## src/rtl/uart_pkg.sv

```systemverilog
// Shared types and helpers for the UART receive path.
package uart_pkg;

    typedef enum logic [2:0] {
        IDLE,
        START,
        DATA,
        PARITY,
        STOP,
        BREAK
    } rx_state_t;

    localparam int UART_OVERSAMPLE_DEF = 16;

    function automatic int div_calc(
        input int clk_hz,
        input int baud,
        input int os
    );
        return clk_hz / (baud * os);
    endfunction

endpackage

```

## src/rtl/rx_byte_fifo.sv

```systemverilog
// First-word-fall-through register-array FIFO with occupancy count.
module rx_byte_fifo #(
    parameter int WIDTH = 8,
    parameter int DEPTH = 16
) (
    input  logic                       clk,
    input  logic                       reset,
    input  logic                       push,
    input  logic [WIDTH-1:0]           push_data,
    input  logic                       pop,
    output logic                       full,
    output logic                       valid,
    output logic [WIDTH-1:0]           data,
    output logic [$clog2(DEPTH+1)-1:0] level
);

    localparam int AW = $clog2(DEPTH);
    localparam int LW = $clog2(DEPTH + 1);

    logic [WIDTH-1:0] mem [DEPTH];
    logic [AW-1:0]    rd_ptr;
    logic [AW-1:0]    wr_ptr;
    logic [LW-1:0]    cnt;
    logic             do_pop;
    logic             do_push;

    assign valid   = (cnt != '0);
    assign full    = (cnt == LW'(DEPTH));
    assign do_pop  = pop && valid;
    // A pop frees the slot, so a push to a full FIFO still lands.
    assign do_push = push && (!full || do_pop);
    assign data    = valid ? mem[rd_ptr] : '0;
    assign level   = cnt;

    always_ff @(posedge clk or posedge reset) begin
        if (reset) begin
            rd_ptr <= '0;
            wr_ptr <= '0;
            cnt    <= '0;
        end else begin
            if (do_push)
                wr_ptr <= wr_ptr + AW'(1);
            if (do_pop)
                rd_ptr <= rd_ptr + AW'(1);
            if (do_push && !do_pop)
                cnt <= cnt + LW'(1);
            else if (!do_push && do_pop)
                cnt <= cnt - LW'(1);
        end
    end

    always_ff @(posedge clk) begin
        if (do_push)
            mem[wr_ptr] <= push_data;
    end

endmodule

```

## src/rtl/uart_rx_fifo.sv

```systemverilog
// Oversampling UART receiver with majority vote feeding a FWFT byte FIFO.
// Define UART_RX_PARITY_EN to build the parity bit check.
module uart_rx_fifo #(
    parameter int CLK_HZ     = 50_000_000,
    parameter int BAUD       = 9600,
    parameter int OVERSAMPLE = 16,
    parameter int DATA_BITS  = 8,
    parameter int DEPTH      = 16,
    parameter int PARITY_ODD = 0
) (
    input  logic                       clk,
    input  logic                       reset,
    input  logic                       rx,
    output logic [DATA_BITS-1:0]       m_data,
    output logic                       m_valid,
    input  logic                       m_ready,
    output logic [$clog2(DEPTH+1)-1:0] level,
    output logic                       frame_err,
    output logic                       overrun,
    output logic                       parity_err
);

    import uart_pkg::*;

    localparam int DIV = div_calc(CLK_HZ, BAUD, OVERSAMPLE);
    localparam int DW  = (DIV > 1) ? $clog2(DIV) : 1;
    localparam int TW  = $clog2(OVERSAMPLE);
    localparam int BW  = $clog2(DATA_BITS);
    localparam logic [TW-1:0] T_LO  = TW'(OVERSAMPLE / 2 - 1);
    localparam logic [TW-1:0] T_MID = TW'(OVERSAMPLE / 2);
    localparam logic [TW-1:0] T_HI  = TW'(OVERSAMPLE / 2 + 1);
    localparam logic [TW-1:0] T_END = TW'(OVERSAMPLE - 1);

    if (DIV < 1) begin : g_div_err
        $error("uart_rx_fifo: CLK_HZ/(BAUD*OVERSAMPLE) < 1");
    end
    if (OVERSAMPLE < 8 || OVERSAMPLE % 2 != 0) begin : g_os_err
        $error("uart_rx_fifo: OVERSAMPLE must be even and >= 8");
    end
    if (DATA_BITS < 5 || DATA_BITS > 9) begin : g_db_err
        $error("uart_rx_fifo: DATA_BITS must be 5..9");
    end
    if (DEPTH < 2 || (DEPTH & (DEPTH - 1)) != 0) begin : g_dp_err
        $error("uart_rx_fifo: DEPTH must be a power of 2, >= 2");
    end
    if (PARITY_ODD != 0 && PARITY_ODD != 1) begin : g_po_err
        $error("uart_rx_fifo: PARITY_ODD must be 0 or 1");
    end

    rx_state_t            state;
    logic                 rx_s1;
    logic                 rx_sync;
    logic                 rx_d;
    logic [DW-1:0]        div_cnt;
    logic [TW-1:0]        tick_cnt;
    logic [BW-1:0]        bit_cnt;
    logic [1:0]           smp;
    logic [DATA_BITS-1:0] shreg;
    logic                 push_q;
    logic                 fifo_full;
    logic                 tick;
    logic                 start_edge;
    logic                 mid;
    logic                 bit_end;
    logic                 vote;
`ifdef UART_RX_PARITY_EN
    logic                 par_bad;
    logic                 perr_q;
`endif

    assign tick       = (div_cnt == DW'(DIV - 1));
    assign start_edge = (state == IDLE) && rx_d && !rx_sync;
    assign mid        = tick && (tick_cnt == T_HI);
    assign bit_end    = tick && (tick_cnt == T_END);
    assign vote       = (smp[1] & smp[0]) | (smp[1] & rx_sync)
                      | (smp[0] & rx_sync);

    always_ff @(posedge clk or posedge reset) begin
        if (reset) begin
            div_cnt <= '0;
        end else if (start_edge || tick) begin
            div_cnt <= '0;
        end else begin
            div_cnt <= div_cnt + DW'(1);
        end
    end

    always_ff @(posedge clk or posedge reset) begin
        if (reset) begin
            rx_s1      <= 1'b1;
            rx_sync    <= 1'b1;
            rx_d       <= 1'b1;
            state      <= IDLE;
            tick_cnt   <= '0;
            bit_cnt    <= '0;
            smp        <= '0;
            shreg      <= '0;
            push_q     <= 1'b0;
            frame_err  <= 1'b0;
            overrun    <= 1'b0;
`ifdef UART_RX_PARITY_EN
            par_bad    <= 1'b0;
            perr_q     <= 1'b0;
`endif
        end else begin
            rx_s1     <= rx;
            rx_sync   <= rx_s1;
            rx_d      <= rx_sync;
            push_q    <= 1'b0;
            frame_err <= 1'b0;
            overrun   <= push_q && fifo_full && !(m_valid && m_ready);
`ifdef UART_RX_PARITY_EN
            perr_q    <= 1'b0;
`endif
            if (tick && (tick_cnt == T_LO || tick_cnt == T_MID))
                smp <= {smp[0], rx_sync};
            if (tick && state != IDLE && state != BREAK)
                tick_cnt <= bit_end ? '0 : tick_cnt + TW'(1);
            case (state)
                IDLE: begin
                    if (start_edge) begin
                        state    <= START;
                        tick_cnt <= '0;
                    end
                end
                START: begin
                    if (mid && vote) begin
                        state <= IDLE;
                    end else if (bit_end) begin
                        state   <= DATA;
                        bit_cnt <= '0;
                    end
                end
                DATA: begin
                    if (mid)
                        shreg <= {vote, shreg[DATA_BITS-1:1]};
                    if (bit_end) begin
                        if (bit_cnt == BW'(DATA_BITS - 1)) begin
`ifdef UART_RX_PARITY_EN
                            state <= PARITY;
`else
                            state <= STOP;
`endif
                        end else begin
                            bit_cnt <= bit_cnt + BW'(1);
                        end
                    end
                end
`ifdef UART_RX_PARITY_EN
                PARITY: begin
                    if (mid)
                        par_bad <= vote ^ (^shreg) ^ 1'(PARITY_ODD);
                    if (bit_end)
                        state <= STOP;
                end
`endif
                STOP: begin
`ifdef UART_RX_PARITY_EN
                    if (mid && par_bad) begin
                        perr_q    <= 1'b1;
                        frame_err <= !vote;
                        state     <= vote ? IDLE : BREAK;
                        tick_cnt  <= '0;
                    end else
`endif
                    if (mid) begin
                        tick_cnt <= '0;
                        if (vote) begin
                            push_q <= 1'b1;
                            state  <= IDLE;
                        end else begin
                            frame_err <= 1'b1;
                            state     <= BREAK;
                        end
                    end
                end
                BREAK: begin
                    // Leave only after a full bit time of continuous idle.
                    if (tick) begin
                        if (!rx_sync)
                            tick_cnt <= '0;
                        else if (tick_cnt == T_END)
                            state <= IDLE;
                        else
                            tick_cnt <= tick_cnt + TW'(1);
                    end
                end
                default: state <= IDLE;
            endcase
        end
    end

`ifdef UART_RX_PARITY_EN
    assign parity_err = perr_q;
`else
    assign parity_err = 1'b0;
`endif

    rx_byte_fifo #(
        .WIDTH (DATA_BITS),
        .DEPTH (DEPTH)
    ) u_fifo (
        .clk       (clk),
        .reset     (reset),
        .push      (push_q),
        .push_data (shreg),
        .pop       (m_ready),
        .full      (fifo_full),
        .valid     (m_valid),
        .data      (m_data),
        .level     (level)
    );

endmodule

```

## config.mk

```make
export PLATFORM = sky130hd
export DESIGN_NAME = uart_rx_fifo
export DESIGN_NICKNAME = d
export VERILOG_FILES = /design/src/rtl/uart_pkg.sv /design/src/rtl/rx_byte_fifo.sv /design/src/rtl/uart_rx_fifo.sv
export SDC_FILE = /design/constraint.sdc
export NUM_CORES = 1
export LEC_CHECK = 0
export ABC_AREA = 1
export BUFFER_PORTS_ARGS = -buffer_cell sky130_fd_sc_hd__buf_2
export CORE_ASPECT_RATIO = 0.8
export CORE_UTILIZATION = 32
export CTS_CLUSTER_SIZE = 25
export DETAILED_ROUTE_END_ITERATION = 10
export GPL_ROUTABILITY_DRIVEN = 0
export PLACE_DENSITY = 0.44
export RECOVER_POWER = 25
export SYNTH_ARGS = -nofsm -noshare
export SYNTH_HDL_FRONTEND = slang
export SYNTH_HIERARCHICAL = 1
export SYNTH_SLANG_ARGS = --single-unit
```

## constraint.sdc

```tcl
create_clock -name clk -period 7 [get_ports clk]
set_clock_uncertainty 0.1 [all_clocks]
set_input_delay 1.4 -clock clk [delete_from_list [all_inputs] [get_ports clk]]
set_output_delay 1.4 -clock clk [all_outputs]
set_load 0.1 [all_outputs]
```

==> summary.md <==
| Metric | Value |
|---|---|
| Worst Min Path Start | rx_s1$_DFF_PP1_ |
| CTS Buffer Depth | 2 |
| Unrepaired setup endpoints after global routing | no |
| Vias per cell | 4.84 |
| Post-synth EDFFs | 128 |
| CTS resizes | 0 |
| Setup CP Type | flip-flop to output port |
| Sequential power share | 52.2% |
| Number of max-cap violations | 0 |
| Synth Register Bits | 176 |
| Hold crit path type | flip-flop to flip-flop |
| DP HPWL | 12100 um |
| Syn nets | 799 |
| Max-slew headroom | 18.2% |
| Vias in the first global route | 5378 |
| # IOs | 21 |
| Synth warnings | 6 |
| Fin cells | 1121 |
| CTS H-Tree Depth | 4 |
| Num CTS Buffers | 17 |
| Core Region | 24400 um2 |
| Synth top area share | 48.0% |
| Via count | 5424 |
| Comb pwr share | 5.1% |
| Grt ovf | 0 |
| # clock sinks | 176 |
| Synth-to-layout area growth | 11.3% |
| Fin nets | 811 |
| Clock edge transition at the registers on the reported setup and hold paths | 70 ps |
| Leakage | 3.78 nW |
| PD cells | 246 nW/um2 |
| Worst Path Arrival | 2990 ps |
| R2R Path End | u_fifo/level[4]$_DFFE_PP0P_ |
| Max VDD drop | 164 uV |
| Setup TNS | 0 ps |
| Cell area after synthesis | 8020 um2 |
| Antenna violations before repair | 0 |
| Total GRT Usage | 15.7% |
| Skew-Pair Late Insertion Delay | 430 ps |
| Asr flop ratio synth | 27.3% |
| Drt initial violations | 358 |
| Vert. Die Dim | 144 um |
| 1st-pass router iterations | 5 |
| DRC Markers | 0 |
| Yosys cell types | 43 |
| Initial Util | 32.8% |
| Worst Tran Pin Value | 1230 ps |
| Hold endpoint | rx_sync$_DFF_PP1_ |
| Setup slack, reg-to-reg | 4180 ps |
| Outcome | completed |
| Setup bufs post-CTS | 0 |
| Row count | 51 |
| CTS tree | yes |
| Detailed Route WL | 18800 um |
| RR Startpoint | u_fifo/level[3]$_DFFE_PP0P_ |
| Antenna Diode Count | 0 |
| Placed Cells | 1089 |
| Final Setup Violations | 0 |
| Fin. Hold Viols | 0 |
| Largest net degree at the start of global routing | 67 |
| Post-route ant nets | 0 |
| Clock Power Share | 42.7% |
| Main synth FF type | edfxtp_1 |
| Yosys top cell by area | edfxtp_1 |
| Syn Area/Cell | 10.3 um2 |
| Post-route clock period utilization | 64.1% |
| Root Driver | clkbuf_16 |
| Sequential-to-total area share from yosys stat | 63.0% |
| Sw Ratio | 25.3% |
| Sw Pwr | 0.555 mW |
| Critical Path Sink Type | output port |
| Fin crit period | 4490 ps |
| P_int | 1.64 mW |
| Required time worst endpoint | 5500 ps |
| Share of cells above drive strength 1 | 12.3% |
| Max Freq | 223 MHz |
| Port Buffer Count | 19 |
| Hold-fix buffers, CTS | 0 |
| Post-DR wirelength/cell | 16.8 um |
| Slew Viols, Final | 0 |
| Post-Synthesis Cells | 778 |
| CP max FO | 65 |
| Min-Delay Path Depth | 0 |
| Synth area leaders | edfxtp_1 (48%), dfrtp_1 (14%), nand2_1 (12%) |
| Reg2reg path depth | 16 |
| Die area | 25700 um2 |
| First-pass GRT wire length | 30100 um |
| Startpoint types | flip-flop |
| Die Width | 179 um |
-- worst max-delay path, stage by stage, from the launching register on --
cell and delay (ps):
dfrtp_2 410, inv_2 860, nand2_1 140, nand3_1 120, nand3_1 100, nand2_1 90, nand2_1 50, a21oi_1 260
buf_2 480
-- synth_stat cells, types with 2 or more instances --
library cell / instances
a21oi_1: 14
clkbuf_1: 4
buf_4: 9
buf_6: 6
nor3_1: 7
nor2_4: 3
nand2_1: 253
dfstp_2: 3
buf_2: 9
ha_1: 16
nor2_1: 41
inv_1: 38
xnor2_1: 2
o21ai_0: 17
nand4_1: 2
nand3_1: 117
dfrtp_1: 45
inv_2: 11
mux2_2: 5
o21ai_1: 5
mux2_1: 2
xor2_1: 8
nand2_2: 12
nor2_2: 3
edfxtp_1: 128
-- stage by stage --
stage	setup WS (ps)	total power [mW]	hold WS, ps	instance area, um2	utilization [%]
after floorplan	2710	1.25	245	8020	-
after global placement	2990	1.28	250	8330	34.1
after detailed placement	2970	1.28	249	8330	34.1
after CTS	2490	2.22	259	8920	36.5
after global routing	2240	2.29	265	8920	36.5
final	2510	2.20	264	8920	36.5
-- layout by cell type, fill, tap and decap left out, types with 3 or more instances in the layout --
| cell | netlist | routed |
|---|---|---|
| clkbuf_16 | 0 | 17 |
| buf_2 | 9 | 19 |
| a21oi_1 | 14 | 14 |
| o21ai_0 | 17 | 17 |
| inv_6 | 0 | 5 |
| inv_8 | 0 | 4 |
| xor2_1 | 8 | 8 |
| o21ai_1 | 5 | 5 |
| nor2_4 | 3 | 3 |
| nor2_2 | 3 | 3 |
| inv_1 | 38 | 38 |
| clkinv_8 | 0 | 3 |
| edfxtp_1 | 128 | 128 |
| dfrtp_1 | 45 | 44 |
| ha_1 | 16 | 16 |
| nand2_2 | 12 | 12 |
| nand3_1 | 117 | 117 |
| buf_4 | 9 | 3 |
| nand2_1 | 253 | 253 |
| inv_2 | 11 | 11 |
| mux2_2 | 5 | 5 |
| nor2_1 | 41 | 41 |
| nor3_1 | 7 | 7 |
-- cell type report --
type / count / area [um2]
fillers: 2426 / 15500
repair buffers: 22 / 118
clock inverters: 15 / 159
clock buffers: 17 / 425
flip-flops and latches: 176 / 5050
well taps: 318 / 398
inverters: 50 / 188
multi-input cells: 523 / 2580
-- sequential cells by signal, indices dropped and copies added (netlist names) --
register	cells
bit_cnt	3
div_cnt	9
frame_err	1
overrun	1
push_q	1
rx_d	1
rx_s1	1
rx_sync	1
shreg	8
smp	2
state	3
tick_cnt	4
u_fifo/level	5
u_fifo/mem	128
u_fifo/rd_ptr	4
u_fifo/wr_ptr	4
-- per-layer routing --
metal  global-route usage (%)  wire, um  up-vias
met2                     23.8      8270      103
met4                     4.33       173        0
met1                     22.6      9510     2671
li1                         -         -     2638
met3                     3.47       830       12
met5                        0         0        -
-- cells by family after synthesis --
kind of cell             share of synthesized area (%)
AND/OR/NAND/NOR                                   24.6
multiplexers                                     0.983
XOR/XNOR                                          1.09
other                                           0.0468
flip-flops                                        63.0
buffers and inverters                             4.82
adder cells (fa/ha/maj)                           2.75
AO/OA/AOI/OAI                                     2.72
-- power by group through the flow --
stage,clock network [mW],registers [mW],logic [mW]
3_5_place_dp,0,1.17,0.113
4_1_cts,0.963,1.15,0.113
5_1_grt,1.00,1.15,0.132
3_3_place_gp,0,1.17,0.111
6_report,0.938,1.15,0.111
2_1_floorplan,0,1.16,0.0911
-- worst max-delay path by stage --
stage	start	to	slack (ps)	depth (start not counted)
CTS	u_fifo/rd_ptr[0]$_DFFE_PP0P_	m_data[0]	2490	8
global route	u_fifo/rd_ptr[0]$_DFFE_PP0P_	m_data[5]	2240	8
floorplan	u_fifo/level[0]$_DFFE_PP0P_	m_data[0]	2710	4
finish	u_fifo/rd_ptr[0]$_DFFE_PP0P_	m_data[3]	2510	8
global placement	u_fifo/rd_ptr[0]$_DFFE_PP0P_	m_data[5]	2990	8
detailed placement	u_fifo/rd_ptr[0]$_DFFE_PP0P_	m_data[6]	2970	8
No activity file was read; power rests on OpenSTA's default activity.
